===== src/rtl/sdframe_addr_gen.sv =====
// sdframe_addr_gen: frame-address generator and write/read burst arbiter.
// Tracks one linear word address per side inside the bank chosen by the
// ping-pong switcher. It issues one-burst requests to the SDRAM command
// controller and reports when a whole frame has been written or read.
module sdframe_addr_gen #(
  parameter int ADDR_W      = 22,
  parameter int BURST_LEN   = 256,
  parameter int FRAME_WORDS = 307200,
  parameter int FIFO_AW     = 10,
  parameter int RD_THRESH   = 256
) (
  input  logic                clk,
  input  logic                rst_n,
  input  logic                wr_load,
  input  logic                rd_load,
  input  logic [1:0]          wr_bank,
  input  logic [1:0]          rd_bank,
  input  logic [FIFO_AW-1:0]  wr_fifo_usedw,
  input  logic [FIFO_AW-1:0]  rd_fifo_usedw,
  input  logic                sdr_wr_ack,
  input  logic                sdr_rd_ack,
  output logic                sdr_wr_req,
  output logic                sdr_rd_req,
  output logic [ADDR_W+1:0]   sdr_wr_addr,
  output logic [ADDR_W+1:0]   sdr_rd_addr,
  output logic                frame_write_done,
  output logic                frame_read_done
);

  localparam logic [ADDR_W-1:0]  BURST_INC = ADDR_W'(BURST_LEN);
  localparam logic [ADDR_W-1:0]  FRAME_END = ADDR_W'(FRAME_WORDS);
  localparam logic [FIFO_AW:0]   WR_LEVEL  = (FIFO_AW+1)'(BURST_LEN);
  localparam logic [FIFO_AW:0]   RD_LEVEL  = (FIFO_AW+1)'(RD_THRESH);

  typedef enum logic [1:0] {
    ST_IDLE     = 2'd0,
    ST_WR_BURST = 2'd1,
    ST_RD_BURST = 2'd2
  } state_t;

  typedef enum logic {
    SERVED_WR = 1'b0,
    SERVED_RD = 1'b1
  } side_t;

  // Registered state
  state_t              fsm_q,          fsm_d;
  side_t               last_served_q,  last_served_d;
  logic [ADDR_W-1:0]   wr_addr_q,      wr_addr_d;
  logic [ADDR_W-1:0]   rd_addr_q,      rd_addr_d;
  logic [1:0]          wr_bank_q,      wr_bank_d;
  logic [1:0]          rd_bank_q,      rd_bank_d;
  logic [1:0]          wr_pend_bank_q, wr_pend_bank_d;
  logic [1:0]          rd_pend_bank_q, rd_pend_bank_d;
  logic                wr_active_q,    wr_active_d;
  logic                rd_active_q,    rd_active_d;
  logic                wr_load_pend_q, wr_load_pend_d;
  logic                rd_load_pend_q, rd_load_pend_d;
  logic                wr_done_q,      wr_done_d;
  logic                rd_done_q,      rd_done_d;
  logic                wr_req_q,       wr_req_d;
  logic                rd_req_q,       rd_req_d;
  logic [ADDR_W+1:0]   wr_out_addr_q,  wr_out_addr_d;
  logic [ADDR_W+1:0]   rd_out_addr_q,  rd_out_addr_d;

  // Combinational helpers
  logic                wr_in_burst_s;
  logic                rd_in_burst_s;
  logic                wr_ack_s;
  logic                rd_ack_s;
  logic                wr_ready_s;
  logic                rd_ready_s;
  logic [ADDR_W-1:0]   wr_addr_inc_s;
  logic [ADDR_W-1:0]   rd_addr_inc_s;

  // Burst-state decode, acks qualified by the matching burst, and readiness.
  // A load pulse in the same cycle blocks burst entry so a burst never
  // starts with an address that is being restarted on that very edge.
  always_comb begin
    wr_in_burst_s = (fsm_q == ST_WR_BURST);
    rd_in_burst_s = (fsm_q == ST_RD_BURST);
    wr_ack_s      = wr_in_burst_s & sdr_wr_ack;
    rd_ack_s      = rd_in_burst_s & sdr_rd_ack;
    wr_addr_inc_s = wr_addr_q + BURST_INC;
    rd_addr_inc_s = rd_addr_q + BURST_INC;
    wr_ready_s    = wr_active_q & ({1'b0, wr_fifo_usedw} >= WR_LEVEL)
                    & ~wr_load_pend_q & ~wr_load;
    rd_ready_s    = rd_active_q & ({1'b0, rd_fifo_usedw} < RD_LEVEL)
                    & ~rd_load_pend_q & ~rd_load;
  end

  // Write-side address/bank/done bookkeeping: loads, deferred loads, increments.
  always_comb begin
    wr_addr_d      = wr_addr_q;
    wr_bank_d      = wr_bank_q;
    wr_pend_bank_d = wr_pend_bank_q;
    wr_active_d    = wr_active_q;
    wr_load_pend_d = wr_load_pend_q;
    wr_done_d      = wr_done_q;
    if (wr_load && (!wr_in_burst_s || sdr_wr_ack)) begin
      // Immediate load; also wins over a coincident ack
      wr_bank_d      = wr_bank;
      wr_addr_d      = '0;
      wr_done_d      = 1'b0;
      wr_active_d    = 1'b1;
      wr_load_pend_d = 1'b0;
    end else if (wr_load) begin
      // Mid-burst load: hold it until the burst completes
      wr_load_pend_d = 1'b1;
      wr_pend_bank_d = wr_bank;
    end else if (wr_ack_s && wr_load_pend_q) begin
      wr_bank_d      = wr_pend_bank_q;
      wr_addr_d      = '0;
      wr_done_d      = 1'b0;
      wr_active_d    = 1'b1;
      wr_load_pend_d = 1'b0;
    end else if (wr_ack_s) begin
      if (wr_addr_inc_s == FRAME_END) begin
        wr_addr_d = '0;
        wr_done_d = 1'b1;
      end else begin
        wr_addr_d = wr_addr_inc_s;
      end
    end else begin
      wr_addr_d = wr_addr_q;
    end
  end

  // Read-side address/bank/done bookkeeping, mirroring the write side.
  always_comb begin
    rd_addr_d      = rd_addr_q;
    rd_bank_d      = rd_bank_q;
    rd_pend_bank_d = rd_pend_bank_q;
    rd_active_d    = rd_active_q;
    rd_load_pend_d = rd_load_pend_q;
    rd_done_d      = rd_done_q;
    if (rd_load && (!rd_in_burst_s || sdr_rd_ack)) begin
      rd_bank_d      = rd_bank;
      rd_addr_d      = '0;
      rd_done_d      = 1'b0;
      rd_active_d    = 1'b1;
      rd_load_pend_d = 1'b0;
    end else if (rd_load) begin
      rd_load_pend_d = 1'b1;
      rd_pend_bank_d = rd_bank;
    end else if (rd_ack_s && rd_load_pend_q) begin
      rd_bank_d      = rd_pend_bank_q;
      rd_addr_d      = '0;
      rd_done_d      = 1'b0;
      rd_active_d    = 1'b1;
      rd_load_pend_d = 1'b0;
    end else if (rd_ack_s) begin
      if (rd_addr_inc_s == FRAME_END) begin
        rd_addr_d = '0;
        rd_done_d = 1'b1;
      end else begin
        rd_addr_d = rd_addr_inc_s;
      end
    end else begin
      rd_addr_d = rd_addr_q;
    end
  end

  // Arbiter FSM: alternates sides when both are ready, holds req until ack.
  always_comb begin
    fsm_d         = fsm_q;
    last_served_d = last_served_q;
    wr_req_d      = wr_req_q;
    rd_req_d      = rd_req_q;
    wr_out_addr_d = wr_out_addr_q;
    rd_out_addr_d = rd_out_addr_q;
    case (fsm_q)
      ST_IDLE: begin
        if (wr_ready_s && (!rd_ready_s || (last_served_q == SERVED_RD))) begin
          fsm_d         = ST_WR_BURST;
          wr_req_d      = 1'b1;
          wr_out_addr_d = {wr_bank_q, wr_addr_q};
          last_served_d = SERVED_WR;
        end else if (rd_ready_s) begin
          fsm_d         = ST_RD_BURST;
          rd_req_d      = 1'b1;
          rd_out_addr_d = {rd_bank_q, rd_addr_q};
          last_served_d = SERVED_RD;
        end else begin
          fsm_d = ST_IDLE;
        end
      end
      ST_WR_BURST: begin
        if (sdr_wr_ack) begin
          wr_req_d = 1'b0;
          fsm_d    = ST_IDLE;
        end else begin
          wr_req_d = 1'b1;
        end
      end
      ST_RD_BURST: begin
        if (sdr_rd_ack) begin
          rd_req_d = 1'b0;
          fsm_d    = ST_IDLE;
        end else begin
          rd_req_d = 1'b1;
        end
      end
      default: begin
        fsm_d    = ST_IDLE;
        wr_req_d = 1'b0;
        rd_req_d = 1'b0;
      end
    endcase
  end

  // State register with asynchronous active-low reset.
  always_ff @(posedge clk or negedge rst_n) begin
    if (!rst_n) begin
      fsm_q          <= ST_IDLE;
      last_served_q  <= SERVED_RD;
      wr_addr_q      <= '0;
      rd_addr_q      <= '0;
      wr_bank_q      <= 2'd0;
      rd_bank_q      <= 2'd0;
      wr_pend_bank_q <= 2'd0;
      rd_pend_bank_q <= 2'd0;
      wr_active_q    <= 1'b0;
      rd_active_q    <= 1'b0;
      wr_load_pend_q <= 1'b0;
      rd_load_pend_q <= 1'b0;
      wr_done_q      <= 1'b0;
      rd_done_q      <= 1'b0;
      wr_req_q       <= 1'b0;
      rd_req_q       <= 1'b0;
      wr_out_addr_q  <= '0;
      rd_out_addr_q  <= '0;
    end else begin
      fsm_q          <= fsm_d;
      last_served_q  <= last_served_d;
      wr_addr_q      <= wr_addr_d;
      rd_addr_q      <= rd_addr_d;
      wr_bank_q      <= wr_bank_d;
      rd_bank_q      <= rd_bank_d;
      wr_pend_bank_q <= wr_pend_bank_d;
      rd_pend_bank_q <= rd_pend_bank_d;
      wr_active_q    <= wr_active_d;
      rd_active_q    <= rd_active_d;
      wr_load_pend_q <= wr_load_pend_d;
      rd_load_pend_q <= rd_load_pend_d;
      wr_done_q      <= wr_done_d;
      rd_done_q      <= rd_done_d;
      wr_req_q       <= wr_req_d;
      rd_req_q       <= rd_req_d;
      wr_out_addr_q  <= wr_out_addr_d;
      rd_out_addr_q  <= rd_out_addr_d;
    end
  end

  assign sdr_wr_req       = wr_req_q;
  assign sdr_rd_req       = rd_req_q;
  assign sdr_wr_addr      = wr_out_addr_q;
  assign sdr_rd_addr      = rd_out_addr_q;
  assign frame_write_done = wr_done_q;
  assign frame_read_done  = rd_done_q;

endmodule


===== config.mk =====
export PLATFORM = sky130hd
export DESIGN_NAME = sdframe_addr_gen
export DESIGN_NICKNAME = d
export VERILOG_FILES = /design/src/rtl/sdframe_addr_gen.sv
export SDC_FILE = /design/constraint.sdc
export NUM_CORES = 1
export LEC_CHECK = 0
export ABC_AREA = 0
export CAP_MARGIN = 20
export CORE_UTILIZATION = 40
export DETAILED_ROUTE_END_ITERATION = 8
export PLACE_DENSITY_LB_ADDON = 0.15
export SKIP_LAST_GASP = 1
export SYNTH_ARGS = -nofsm -noshare
export SYNTH_HDL_FRONTEND = slang
export SYNTH_SLANG_ARGS = --single-unit
export TNS_END_PERCENT = 100

===== constraint.sdc =====
create_clock -name clk -period 6.8 [get_ports clk]
set_input_delay 0.68 -clock clk [delete_from_list [all_inputs] [get_ports clk]]
set_output_delay 0.68 -clock clk [all_outputs]
set_load 0.1 [all_outputs]

==> flow_summary.yaml, run 1 <==
logic_synthesis:
  synth_enable_flop_cells: 0
  synth-seq-area-share: 0.489
  yosysTopAreaCellShare: 0.483
  synth_async_reset_ratio: 1.00
  yosys_register_bits: 79
  synth.largest_area_cell: "sky130_fd_sc_hd__dfrtp_1"
  synthesis.instances: 382
  synth.area.top_cells: "sky130_fd_sc_hd__dfrtp_1 48%, sky130_fd_sc_hd__mux2_2 10%, sky130_fd_sc_hd__nand2_1 4.1%"
  syn_area_um2: 4040
  synth_cell_type_count: 59
  yosysWarnings: 0
  synth.avg_cell_area_um2: 10.6
  post-synth-top-count-cell: "sky130_fd_sc_hd__dfrtp_1"
  ys_top_cells_by_count: "78 x sky130_fd_sc_hd__dfrtp_1, 44 x sky130_fd_sc_hd__nand2_1, 37 x sky130_fd_sc_hd__mux2_2"
  ys_dominant_reg_cell: "sky130_fd_sc_hd__dfrtp_1"
clock_tree:
  cts_inserted_buffers: 9
  cts_tree: "built"
  quantity_of_hold_fixing_buffers_added_after_cts: 0
  root_buffer: "sky130_fd_sc_hd__clkbuf_8"
  cts.sink_count: 79
  ctsResizeCount: 0
  cts.repair_timing.setup_buffer_count: 0
  clk_pin_slew_ns: 0.07
  htree_num_levels: 3
  clock_path_buffers: 2
  insertion_delay_ns: 0.36
critical_path:
  start_kind: "input pin"
  worstSetupPathType: "in -> reg"
  worst-endpoint-required_ns: 7.04
  regToRegEndpoint: "rd_addr_q[12]$_DFFE_PN0P_"
  setup.reg_to_reg.worst_slack_ns: 4.12
  crit_arrival_ns: 3.07
  crit_path_max_fanout: 17
  worst_r2r_path_depth: 8
  critPathCaptureType: "flop"
  regToRegStartpoint: "rd_addr_q[8]$_DFFE_PN0P_"
die:
  io_pins: 82
  initial_core_util: 0.413
  std_cell_rows: 36
  core_area_um2: 9770
  vertical_die_dimension_um: 103
  die_x_um: 103
  fp.dieArea_um2: 10500
final_layout:
  design_area_um2: 4810
  post-route-util: 0.493
  design.final.nets: 460
  final_layout_size_suffix_gt1_frac: 0.169
  syn2layout_area_growth_pct: 19.1
  fillCellCount: 903
  number_of_diodes_added_for_antenna_fixing: 0
sta:
  hold_viol: 0
  fin_worst_skew_ns: 0.00726
  min_period_over_period: 0.417
  timing_max_transition_violations_final: 0
  final.min_clock_period_ns: 2.84
  report.final.setup_viol: 0
  setup_repair_after_global_routing_missed_its_margin: "no"
  worst_pin_slew_ns: 1.06
  slew_headroom: 0.296
  final_ws_setup_ns: 3.96
  final.setup.tns_ns: 0
  clock.fmax_ghz: 0.353
placed_design:
  detailedPlace.worstSlack_ns: 3.57
  dp_hpwl_um: 5240
  placed_area_um2: 4540
  port-buffer-count: 49
  gp_routability_congestion: 0.850
drt:
  route.layer.met1.wl_um: 4070
  routed_wirelength_um: 7870
  routed-via-count: 2951
  dr_wl_cell_um: 14.0
  remaining_drc_errors: 0
  detailroute.wirelength.met2_um: 3280
  initialDrtViolationCount: 126
  met3WireLength_um: 339
  drtPass1Iterations: 4
  top_layer: "met4"
  ant_nets: 0
  avgViaCountPerCell: 5.23
global_routing:
  number_of_global_route_vias_before_repair: 2716
  grt_remaining_overflow: 0
  grt_pass1_wl_um: 13400
  grt_start_max_net_pins: 80
  gr_usage_total: 0.167
  antenna_violations_before_repair: 0
flow_run:
  max_cap_viol_count: 0
power_and_ir_drop:
  cellLeakagePower_nw: 2.12
  clkPwrFrac: 0.302
  worst_ir_drop_vdd_uv: 234
  share_seq_of_total_power: 0.404
  internal_power_w: 0.000886
  netSwitchingFraction: 0.365
  share_comb_of_total_power: 0.294
  power-per-cell-area_nw_per_um2: 290
  power_switching_w: 0.000508
run_status:
  status: "complete, no violations"
min_path:
  hold_path.class: "in -> async"
## metrics by stage
step,hold slack (ns),instances,total power (W)
floorplan,0.384,397,0.000888
global placement,0.454,547,0.000979
detailed placement,0.447,547,0.000983
CTS,0.471,563,0.00141
global route,0.209,564,0.00146
finish,0.210,564,0.00139
## layout make-up
type | instances | area [um2] | area share
inverter | 4 | 15.0 | 0.00312
multi-input combinational | 279 | 1870 | 0.389
clock buffer | 10 | 138 | 0.0286
timing repair buffer | 53 | 538 | 0.112
tap | 133 | 166 | 0.0346
clock inverter | 6 | 108 | 0.0223
sequential | 79 | 1980 | 0.411
## routing by layer
layer,up-vias,GRT usage
met4,0,0.0923
met5,-,0
met2,74,0.229
li1,1430,-
met1,1435,0.247
met3,12,0.0325
## worst max-delay path by stage
stage                                              to                     start
after floorplan             rd_addr_q[12]$_DFFE_PN0P_  rd_addr_q[8]$_DFFE_PN0P_
after global placement    sdr_rd_addr[10]$_DFFE_PN0P_                   rd_load
after detailed placement  sdr_rd_addr[16]$_DFFE_PN0P_                   rd_load
after CTS                 sdr_rd_addr[16]$_DFFE_PN0P_                   rd_load
after global routing      sdr_rd_addr[16]$_DFFE_PN0P_                   rd_load
final                     sdr_rd_addr[16]$_DFFE_PN0P_                   rd_load
## power groups by stage
stage / Combinational [W] / Sequential (W) / Clock [W]
final: 0.000410 / 0.000563 / 0.000421
after global routing: 0.000433 / 0.000571 / 0.000457
after CTS: 0.000411 / 0.000564 / 0.000436
after detailed placement: 0.000411 / 0.000573 / 0
after global placement: 0.000408 / 0.000571 / 0
after floorplan: 0.000146 / 0.000742 / 0
## cell usage in the layout, fill, tap and decap left out, drive strengths merged, types with 3 or more instances in the layout
master / Yosys / routed
dfrtp: 78 / 78
clkdlybuf4s50: 0 / 48
nand2: 45 / 45
mux2: 37 / 37
o21ai: 28 / 28
nor2: 20 / 20
conb: 1 / 16
nand3: 16 / 16
clkbuf: 11 / 10
mux2i: 9 / 9
nor3: 9 / 9
nand4: 8 / 8
and3: 8 / 8
xor2: 7 / 7
a31oi: 6 / 6
o31ai: 6 / 6
a21o: 5 / 5
a21oi: 5 / 5
nand2b: 5 / 5
buf: 24 / 5
inv: 4 / 4
or3: 4 / 4
nand3b: 4 / 4
ha: 4 / 4
nor4: 4 / 4
xnor2: 3 / 3
o22ai: 3 / 3
a22o: 3 / 3
bufinv: 0 / 3
and2: 3 / 3
## cell families after synthesis
kind of cell | after synthesis | share of synthesized area
simple gates | 131 | 0.167
xor+xnor | 10 | 0.0217
fa+ha+maj | 4 | 0.0124
flops | 79 | 0.489
mux | 46 | 0.125
compound gates | 72 | 0.122
buf+inv | 39 | 0.0613
other cells | 1 | 0.000928
## critical path: stages
cell and delay [ns]:
sky130_fd_sc_hd__clkdlybuf4s50_1 0.51, sky130_fd_sc_hd__nor2_1 0.20, sky130_fd_sc_hd__nand3_1 0.12, sky130_fd_sc_hd__or3_1 0.35, sky130_fd_sc_hd__a21oi_2 0.78, sky130_fd_sc_hd__mux2_2 0.42
## registers in the layout (all words and copies together), names as in the netlist, 2 cells and up
name            cells
sdr_wr_addr        16
rd_pend_bank_q      2
wr_bank_q           2
fsm_q               2
rd_bank_q           2
wr_pend_bank_q      2
rd_addr_q          14
wr_addr_q          14
sdr_rd_addr        16
Power figures use the tool's default switching activity.
==> run 2, diff against run 1 <==
==> constraint.sdc (replaced) <==
create_clock -name clk -period 2.3 [get_ports clk]
set_input_delay 0.23 -clock clk [delete_from_list [all_inputs] [get_ports clk]]
set_output_delay 0.23 -clock clk [all_outputs]
set_load 0.1 [all_outputs]
==> run 2 against run 1 <==
  * The flow now finishes with violations (setup timing)
  * Final cell count is 8.7% higher
  * Non-clock buffer count is 51 higher
  * Clock power is 140% higher
  * Core utilization is 3.3 points higher
  * Sequential share of layout area is 2.5 points lower
  * Critical endpoint is now rd_addr_q[12]$_DFFE_PN0P_
  * Die area stayed put
  * Clock-buffer cell count stayed put
  * Wire length is 10% higher
  * Combinational power grew to 3.1 times the previous value
  * First-iteration DRC count is 1.6% higher
  * Design area is 6.7% higher
  * Clock skew is 0.0043 ns higher
==> flow_summary.yaml, run 2 (synthesis gave the netlist of run 1 again) <==
sta:
  timing_max_transition_violations_final: 0
  slew_headroom: 0.550
  final.min_clock_period_ns: 2.30
  setup_repair_after_global_routing_missed_its_margin: "yes"
  hold_slack_ns: 0.423
  fin_worst_skew_ns: 0.0116
  hold_viol: 0
  worst_pin_slew_ns: 0.668
  min_period_over_period: 1.00
  report.final.setup_viol: 1
  final_ws_setup_ns: -0.00219
  clock.fmax_ghz: 0.434
global_routing:
  number_of_global_route_vias_before_repair: 2863
  grt_start_max_net_pins: 45
  grt_remaining_overflow: 0
  antenna_violations_before_repair: 0
  grt_pass1_wl_um: 14100
  gr_usage_total: 0.176
final_layout:
  syn2layout_area_growth_pct: 27.1
  fillCellCount: 902
  final_cell_mix: "87 x sky130_fd_sc_hd__buf_4, 75 x sky130_fd_sc_hd__dfrtp_1, 44 x sky130_fd_sc_hd__nand2_1, 37 x sky130_fd_sc_hd__mux2_2, 21 x sky130_fd_sc_hd__o21ai_0"
  final_layout_size_suffix_gt1_frac: 0.346
  number_of_diodes_added_for_antenna_fixing: 0
  final_common_cell: "sky130_fd_sc_hd__buf_4"
  finish.cell_count_without_fillers: 613
  design_area_um2: 5130
  design.final.nets: 511
die:
  vertical_die_dimension_um: 103
  initial_core_util: 0.413
  fp.dieArea_um2: 10500
  core_area_um2: 9770
  std_cell_rows: 36
  die_x_um: 103
  io_pins: 82
drt:
  avgViaCountPerCell: 5.12
  remaining_drc_errors: 0
  dr_wl_cell_um: 14.1
  ant_nets: 0
  routed_wirelength_um: 8660
  routed-via-count: 3140
  initialDrtViolationCount: 128
  drtPass1Iterations: 4
placed_design:
  port-buffer-count: 49
  gp_routability_congestion: 0.864
  dp_hpwl_um: 6090
  placed_cells: 592
  detailedPlace.worstSlack_ns: -0.0534
  placed_area_um2: 4840
run_status:
  failed_checks: "setup timing"
  status: "finished, violations left"
critical_path:
  regToRegEndpoint: "rd_addr_q[12]$_DFFE_PN0P_"
  critPathCaptureType: "flop"
  start_kind: "flop"
  worstSetupPathType: "reg -> reg"
  crit_path_max_fanout: 5
  crit_arrival_ns: 2.55
  regToRegStartpoint: "rd_addr_q[9]$_DFFE_PN0P_"
  worst-endpoint-required_ns: 2.55
  setup.reg_to_reg.worst_slack_ns: -0.002
  worst_r2r_path_depth: 8
clock_tree:
  cts_inserted_buffers: 9
  root_buffer: "sky130_fd_sc_hd__clkbuf_8"
  clock_path_buffers: 2
  htree_num_levels: 3
  clk_pin_slew_ns: 0.08
  cts_tree: "built"
  insertion_delay_ns: 0.35
  cts.sink_count: 79
power_and_ir_drop:
  cellLeakagePower_nw: 2.45
  clkPwrFrac: 0.258
  share_comb_of_total_power: 0.322
  internal_power_w: 0.00242
  power-per-cell-area_nw_per_um2: 767
  netSwitchingFraction: 0.386
  power_switching_w: 0.00152
  share_seq_of_total_power: 0.419
  worst_ir_drop_vdd_uv: 703
min_path:
  hold_path.class: "in -> async"
flow_run:
  max_cap_viol_count: 0
[run 2: per-layer routing]
metal  up-vias  track usage  part of all wire
met5         -            0                 0
met4         0       0.0659             0.014
met3        13       0.0434             0.048
met2        81        0.259              0.43
met1      1513        0.252              0.50
li1       1533            -                 -
[run 2: worst max-delay path: stages (launching register included)]
cell and delay (ns):
sky130_fd_sc_hd__dfrtp_1 0.42, sky130_fd_sc_hd__buf_6 0.12, sky130_fd_sc_hd__nand4_1 0.20, sky130_fd_sc_hd__nor4_4 0.24
sky130_fd_sc_hd__xor2_1 0.12, sky130_fd_sc_hd__or4b_4 0.59, sky130_fd_sc_hd__o21ai_4 0.24, sky130_fd_sc_hd__o21ai_1 0.09
sky130_fd_sc_hd__a21o_1 0.17
[run 2: power groups by stage]
stage / registers [W] / logic (W) / clock network [W]
after floorplan: 0.00220 / 0.000433 / 0
after global placement: 0.00167 / 0.00126 / 0
after detailed placement: 0.00168 / 0.00127 / 0
after CTS: 0.00165 / 0.00128 / 0.00105
after global routing: 0.00167 / 0.00134 / 0.00111
final: 0.00165 / 0.00127 / 0.00102
[run 2: metrics by stage]
stage | utilization | TNS (ns) | total power [W]
finish | 0.525 | -0.00219 | 0.00394
floorplan | - | 0 | 0.00263
global route | 0.525 | -0.358 | 0.00412
global placement | 0.495 | -0.00255 | 0.00294
detailed placement | 0.495 | -0.119 | 0.00295
CTS | 0.519 | -0.00246 | 0.00398
[run 2: layout make-up]
type / count / area [um2] / share of cell area
clock buffer: 10 / 138 / 0.0268
clock inverter: 4 / 47.5 / 0.00926
inverter: 4 / 15.0 / 0.00292
multi-input combinational: 279 / 1930 / 0.376
sequential: 79 / 1980 / 0.386
tap: 133 / 166 / 0.0324
timing repair buffer: 104 / 855 / 0.166
[run 2: what timing repair did]
| item | 4_1_cts | 5_1_grt |
|---|---|---|
| setup endpoints to repair | 4 | 7 |
| gates resized for setup | 4 | 8 |
| hold buffers | 1 | 0 |
| buffers inserted | 2 | 4 |
| pin swaps | 6 | 4 |
| hold endpoints to repair | 41 | 0 |
| gates cloned | 0 | 0 |
[run 2: worst max-delay path by stage]
stage	start	end	slack [ns]	depth (start not counted)
after floorplan	rd_addr_q[9]$_DFFE_PN0P_	rd_addr_q[12]$_DFFE_PN0P_	0.02	8
after global placement	rd_addr_q[10]$_DFFE_PN0P_	rd_addr_q[12]$_DFFE_PN0P_	-0.001	7
after detailed placement	rd_addr_q[9]$_DFFE_PN0P_	rd_addr_q[12]$_DFFE_PN0P_	-0.05	8
after CTS	rd_addr_q[9]$_DFFE_PN0P_	rd_addr_q[18]$_DFFE_PN0P_	-0.002	8
after global routing	rd_addr_q[9]$_DFFE_PN0P_	rd_addr_q[12]$_DFFE_PN0P_	-0.09	8
final	rd_addr_q[9]$_DFFE_PN0P_	rd_addr_q[12]$_DFFE_PN0P_	-0.002	8
